File: src/rtl/alu_seq.sv
// Registered ALU with start/done handshake; eight ops, iterative shift-add multiply.
// Build macro ALU_MUL_EN compiles in the multi-cycle multiplier; without it Op 111 returns zero.
module alu_seq #(
  parameter int WIDTH = 16
) (
  input  logic             Clk,
  input  logic             Rst,
  input  logic             Start,
  input  logic [2:0]       Op,
  input  logic [WIDTH-1:0] A,
  input  logic [WIDTH-1:0] B,
  output logic [WIDTH-1:0] S,
  output logic             Z,
  output logic             C,
  output logic             V,
  output logic             Busy,
  output logic             Done
);

  // state    | meaning
  // ST_IDLE  | waiting for Start; single-cycle ops complete here
  // ST_MUL   | shift-add multiply, one multiplier bit per cycle

  localparam int SHW = $clog2(WIDTH);

  localparam logic [2:0] OP_ADD = 3'b000;
  localparam logic [2:0] OP_SUB = 3'b001;
  localparam logic [2:0] OP_AND = 3'b010;
  localparam logic [2:0] OP_OR  = 3'b011;
  localparam logic [2:0] OP_XOR = 3'b100;
  localparam logic [2:0] OP_SHL = 3'b101;
  localparam logic [2:0] OP_SHR = 3'b110;
  localparam logic [2:0] OP_MUL = 3'b111;

  logic [WIDTH-1:0] s_q, s_d;
  logic             z_q, z_d;
  logic             c_q, c_d;
  logic             v_q, v_d;
  logic             done_q, done_d;

  logic [WIDTH:0]   sum;
  logic [WIDTH:0]   diff;
  logic [SHW-1:0]   shamt;
  logic [WIDTH-1:0] alu_res;
  logic             alu_c;
  logic             alu_v;

`ifdef ALU_MUL_EN
  typedef enum logic {ST_IDLE, ST_MUL} state_t;

  localparam logic [SHW-1:0] CNT_LAST = SHW'(WIDTH - 1);

  state_t             state_q, state_d;
  logic [SHW-1:0]     cnt_q, cnt_d;
  logic [2*WIDTH-1:0] acc_q, acc_d;
  logic [2*WIDTH-1:0] mcand_q, mcand_d;
  logic [WIDTH-1:0]   mplier_q, mplier_d;
  logic [2*WIDTH-1:0] acc_sum;
`endif

  // Single-cycle datapath; Op 111 falls to the zero default and is handled by the FSM when enabled.
  always_comb begin
    sum     = {1'b0, A} + {1'b0, B};
    diff    = {1'b0, A} - {1'b0, B};
    shamt   = B[SHW-1:0];
    alu_res = '0;
    alu_c   = 1'b0;
    alu_v   = 1'b0;
    case (Op)
      OP_ADD: begin
        alu_res = sum[WIDTH-1:0];
        alu_c   = sum[WIDTH];
        alu_v   = (A[WIDTH-1] == B[WIDTH-1]) && (sum[WIDTH-1] != A[WIDTH-1]);
      end
      OP_SUB: begin
        alu_res = diff[WIDTH-1:0];
        alu_c   = diff[WIDTH];
        alu_v   = (A[WIDTH-1] != B[WIDTH-1]) && (diff[WIDTH-1] != A[WIDTH-1]);
      end
      OP_AND:  alu_res = A & B;
      OP_OR:   alu_res = A | B;
      OP_XOR:  alu_res = A ^ B;
      OP_SHL:  alu_res = A << shamt;
      OP_SHR:  alu_res = A >> shamt;
      default: alu_res = '0;
    endcase
  end

  always_comb begin
    s_d    = s_q;
    z_d    = z_q;
    c_d    = c_q;
    v_d    = v_q;
    done_d = 1'b0;
`ifdef ALU_MUL_EN
    state_d  = state_q;
    cnt_d    = cnt_q;
    acc_d    = acc_q;
    mcand_d  = mcand_q;
    mplier_d = mplier_q;
    acc_sum  = acc_q + (mplier_q[0] ? mcand_q : '0);
    case (state_q)
      ST_IDLE: begin
        if (Start) begin
          if (Op == OP_MUL) begin
            state_d  = ST_MUL;
            mcand_d  = {{WIDTH{1'b0}}, A};
            mplier_d = B;
            acc_d    = '0;
            cnt_d    = '0;
          end else begin
            s_d    = alu_res;
            z_d    = (alu_res == '0);
            c_d    = alu_c;
            v_d    = alu_v;
            done_d = 1'b1;
          end
        end
      end
      ST_MUL: begin
        acc_d    = acc_sum;
        mcand_d  = mcand_q << 1;
        mplier_d = mplier_q >> 1;
        cnt_d    = cnt_q + SHW'(1);
        // Last iteration writes straight from the adder so Done lands on the WIDTH-th edge.
        if (cnt_q == CNT_LAST) begin
          s_d     = acc_sum[WIDTH-1:0];
          z_d     = (acc_sum[WIDTH-1:0] == '0);
          c_d     = |acc_sum[2*WIDTH-1:WIDTH];
          v_d     = 1'b0;
          done_d  = 1'b1;
          state_d = ST_IDLE;
        end
      end
      default: state_d = ST_IDLE;
    endcase
`else
    if (Start) begin
      s_d    = alu_res;
      z_d    = (alu_res == '0);
      c_d    = alu_c;
      v_d    = alu_v;
      done_d = 1'b1;
    end
`endif
  end

  always_ff @(posedge Clk) begin
    if (Rst) begin
      s_q    <= '0;
      z_q    <= 1'b1;
      c_q    <= 1'b0;
      v_q    <= 1'b0;
      done_q <= 1'b0;
`ifdef ALU_MUL_EN
      state_q  <= ST_IDLE;
      cnt_q    <= '0;
      acc_q    <= '0;
      mcand_q  <= '0;
      mplier_q <= '0;
`endif
    end else begin
      s_q    <= s_d;
      z_q    <= z_d;
      c_q    <= c_d;
      v_q    <= v_d;
      done_q <= done_d;
`ifdef ALU_MUL_EN
      state_q  <= state_d;
      cnt_q    <= cnt_d;
      acc_q    <= acc_d;
      mcand_q  <= mcand_d;
      mplier_q <= mplier_d;
`endif
    end
  end

  assign S    = s_q;
  assign Z    = z_q;
  assign C    = c_q;
  assign V    = v_q;
  assign Done = done_q;
`ifdef ALU_MUL_EN
  assign Busy = (state_q == ST_MUL);
`else
  assign Busy = 1'b0;
`endif

endmodule

File: config.mk
export PLATFORM = sky130hd
export DESIGN_NAME = alu_seq
export DESIGN_NICKNAME = d
export VERILOG_FILES = /design/src/rtl/alu_seq.sv
export SDC_FILE = /design/constraint.sdc
export NUM_CORES = 1
export LEC_CHECK = 0
export BUFFER_PORTS_ARGS = -buffer_cell sky130_fd_sc_hd__buf_2
export CELL_PAD_IN_SITES_DETAIL_PLACEMENT = 1
export CELL_PAD_IN_SITES_GLOBAL_PLACEMENT = 1
export CORE_MARGIN = 2
export CORE_UTILIZATION = 48
export CTS_CLUSTER_DIAMETER = 120
export DETAILED_ROUTE_END_ITERATION = 10
export PLACE_DENSITY = 0.89
export SYNTH_ARGS = -nofsm -noshare
export SYNTH_HDL_FRONTEND = slang
export SYNTH_SLANG_ARGS = --single-unit
File: constraint.sdc
create_clock -name Clk -period 9 [get_ports Clk]
set_input_delay 0.9 -clock Clk [delete_from_list [all_inputs] [get_ports Clk]]
set_output_delay 0.9 -clock Clk [all_outputs]
set_load 0.03 [all_outputs]
==> flow_summary.yaml <==
power:
  clock_power_share: 0.128
  netSwitchingFraction: 0.4916
  share_seq_of_total_power: 0.220
  p_switching_uw: 224.1
  cellInternalPower_uw: 231.8
  leakage_dissipation_uw: 0.002105
  comb_power_share: 0.652
  power_density_nw_per_um2: 91.23
  ir_worst_vdd_v: 0.00005536
setup_path:
  crit_type: "in -> reg"
  r2r.worst_path.cells: 2
  arrival_ps: 4950
  crit_path_cell_trace: "buf_2 -> clkinv_1 -> ha_1 -> nor2_1 -> o311ai_1 -> a211oi_1 -> a221o_1 -> a31oi_1 -> o21bai_1 -> a221oi_1 -> nor2_1 -> o41ai_2"
  crit_path_top_delay_cell: "sky130_fd_sc_hd__ha_1"
  critical_path.max_fanout: 26
  cp-end-kind: "register"
  cp.depth: 12
  path_buf_inv: 2
  delay_of_the_slowest_critical_path_stage_ps: 770
  cpMostUsedCell: "sky130_fd_sc_hd__nor2_1"
  worstPathRequired_ps: 9160
  startpoint_type: "input pin"
  r2r_setup_slack_ps: 8170
  critical-path-top-delay-family: "compound AO/OA/AOI/OAI gates"
sta:
  setup_violations: 0
  max_slew.worst_pin.slew_ps: 963.2
  report.final.hold_viol_count: 0
  final.period_utilization: 0.5322
  fin_tns_setup_ps: 0
  post-route-min-period_ps: 4789
  maxSlewViolCount: 0
  max_clock_freq_mhz: 208.8
  setup_repair_after_global_routing_missed_its_margin: "false"
  fin_skew_ps: 0
  relSlewSlack: 0.3544
finish:
  design.final.nets: 713
  area.sequential_um2: 400.4
  drive_above_1_share: 0.1809
  multiInputGateArea_um2: 3897
  layout_common_cells: "sky130_fd_sc_hd__nor2_1 (59), sky130_fd_sc_hd__buf_2 (57), sky130_fd_sc_hd__ha_1 (52)"
  syn2layout_area_growth_pct: 6.139
  insertedDiodeCount: 0
  fillCellCount: 1242
  final_core_util: 0.5184
  stdcell_count: 752
  layout.cells.most_common: "sky130_fd_sc_hd__nor2_1"
yosys:
  edff_count_synth: 0
  synth.ff_latch_count: 20
  syn-num-nets: 696
  netlist_instances: 604
  yosys_warnings: 0
  synth_top_cells_by_area: "sky130_fd_sc_hd__ha_1 (14%), sky130_fd_sc_hd__mux4_2 (9.1%), sky130_fd_sc_hd__dfxtp_1 (8.5%)"
  synth.avg_cell_area_um2: 7.795
  synthArstFlopShare: 0
  synth_cell_types: 87
  synth_sequential_area_ratio: 0.08504
  leading_area_contributor_after_synthesis: "sky130_fd_sc_hd__ha_1"
  mappedNetlistArea_um2: 4708
  synth_flop_cell: "sky130_fd_sc_hd__dfxtp_1"
  synth.top_cell.area_share: 0.1382
clocking:
  clock_tree.htree_level_count: 1
  cts_max_path_buffers: 2
  clock-sinks: 20
  clock_latency_ps: 260
  post-cts-setup-buffer-count: 0
  cts_made_buffers: 3
  cts.repair.resized: 0
  tritoncts_clock_tree: "built"
  quantity_of_hold_fixing_buffers_added_after_cts: 0
  clk_root_buffer_cell: "sky130_fd_sc_hd__clkbuf_8"
  clkSlewWorstSetupHoldPaths_ps: 70
grt:
  antenna_found_initial: 0
  grt_start_max_net_pins: 42
  gr-usage-met3: 0.03119
  met2_usage: 0.5744
  grt.busiest_layer: "met2"
  vias_in_the_first_global_route: 4982
  grt_pass1_wl_um: 27800
  use_met1: 0.4402
  global_route.usage.total: 0.3376
  globalRoute.totalOverflow: 0
run:
  drv_cap: 0
routing:
  drt-total-wl_um: 18110
  postRouteAntennaNets: 0
  wire_per_inst_um: 24.08
  detailedRoute.firstPassIterationCount: 5
  dr.first_iter.drc_count: 399
  vias: 5174
  vias_per_cell: 6.880
  drcViolationCount: 0
floorplan:
  rows: 36
  die_width_um: 103.0
  design.core.area_um2: 9639
  die_area_um2: 10620
  initial_utilization: 0.4884
  die-height_um: 103.0
  floorplan.io_pins: 59
placement:
  finalWeightedCongestion: 0.9647
  placed_wire_length_estimate_um: 14160
  port_buffers: 57
  dpl.cell_count: 749
status:
  outcome: "complete, no violations"
hold_path:
  min_path_type: "reg -> reg"
  whs_path_depth: 2
## area by class of cell
| cell class | count | area share |
|---|---|---|
| Sequential cell | 20 | 0.08012 |
| Timing Repair Buffer | 61 | 0.06309 |
| Inverter | 47 | 0.03530 |
| Tap cell | 133 | 0.03330 |
| Multi-Input combinational cell | 488 | 0.7799 |
| Clock buffer | 3 | 0.008262 |
## routing by layer
metal,vias up,part of all wire
li1,2315,-
met1,2536,0.41
met4,0,0.043
met3,62,0.067
met5,-,0
met2,261,0.48
## cells in the mapped netlist (all sizes together) (8+ instances only)
master,count
a22oi,12
a211oi,26
o22ai,8
nand2,35
inv,46
nand3,18
mux4,20
clkbuf,28
mux2,12
o211ai,16
a21oi,36
nor2,59
buf,21
o21ai,15
nor3,19
ha,52
dfxtp,20
nor2b,10
mux2i,10
## path summary, 6_finish.rpt
check,to,startpoint
max,Z$_SDFFE_PP1P_,B[2]
min,S[1]$_SDFFE_PP0P_,S[1]$_SDFFE_PP0P_
max reg2reg,S[13]$_SDFFE_PP0P_,S[13]$_SDFFE_PP0P_
min reg2reg,S[1]$_SDFFE_PP0P_,S[1]$_SDFFE_PP0P_
## cell families (layout without fill, tap and decap cells)
family	Yosys count	count (layout)	synth area share
AO/OA/AOI/OAI	191	191	0.2992
XOR/XNOR	8	8	0.01488
adder cells (fa/ha/maj)	54	54	0.1467
buffers and inverters	96	111	0.08929
flip-flops	20	20	0.08504
multiplexers	42	42	0.1480
other	1	1	0.0007965
AND/OR/NAND/NOR	192	192	0.2161
## power groups by stage
| stage | Sequential [µW] | Clock [µW] | Combinational (µW) |
|---|---|---|---|
| finish | 100 | 58.1 | 297 |
| global route | 101 | 60.6 | 318 |
| CTS | 100 | 57.7 | 290 |
| detailed placement | 102 | 0 | 288 |
| global placement | 101 | 0 | 281 |
| floorplan | 116 | 0 | 189 |
## state kept, by name (all words and copies together) (netlist names)
register,count
V,1
S,16
Done,1
C,1
Z,1
## worst reg2reg max path: cells and delay by family, from the launching register on
kind,cells,cell delay (ps)
flops,1,320
simple gates,1,270
compound gates,1,130
## metrics by stage
stage               setup WS, ps  power (µW)  area, µm²  hold slack [ps]
detailed placement          4088       390.2       4956            474.1
floorplan                   5039       304.3       4708            591.2
global route                3857       479.0       4997            500.2
CTS                         4305       447.9       4997            483.5
global placement            4192       382.0       4956            451.6
finish                      4211       455.9       4997            479.2
Note: power is estimated with default switching activity, not from simulation.
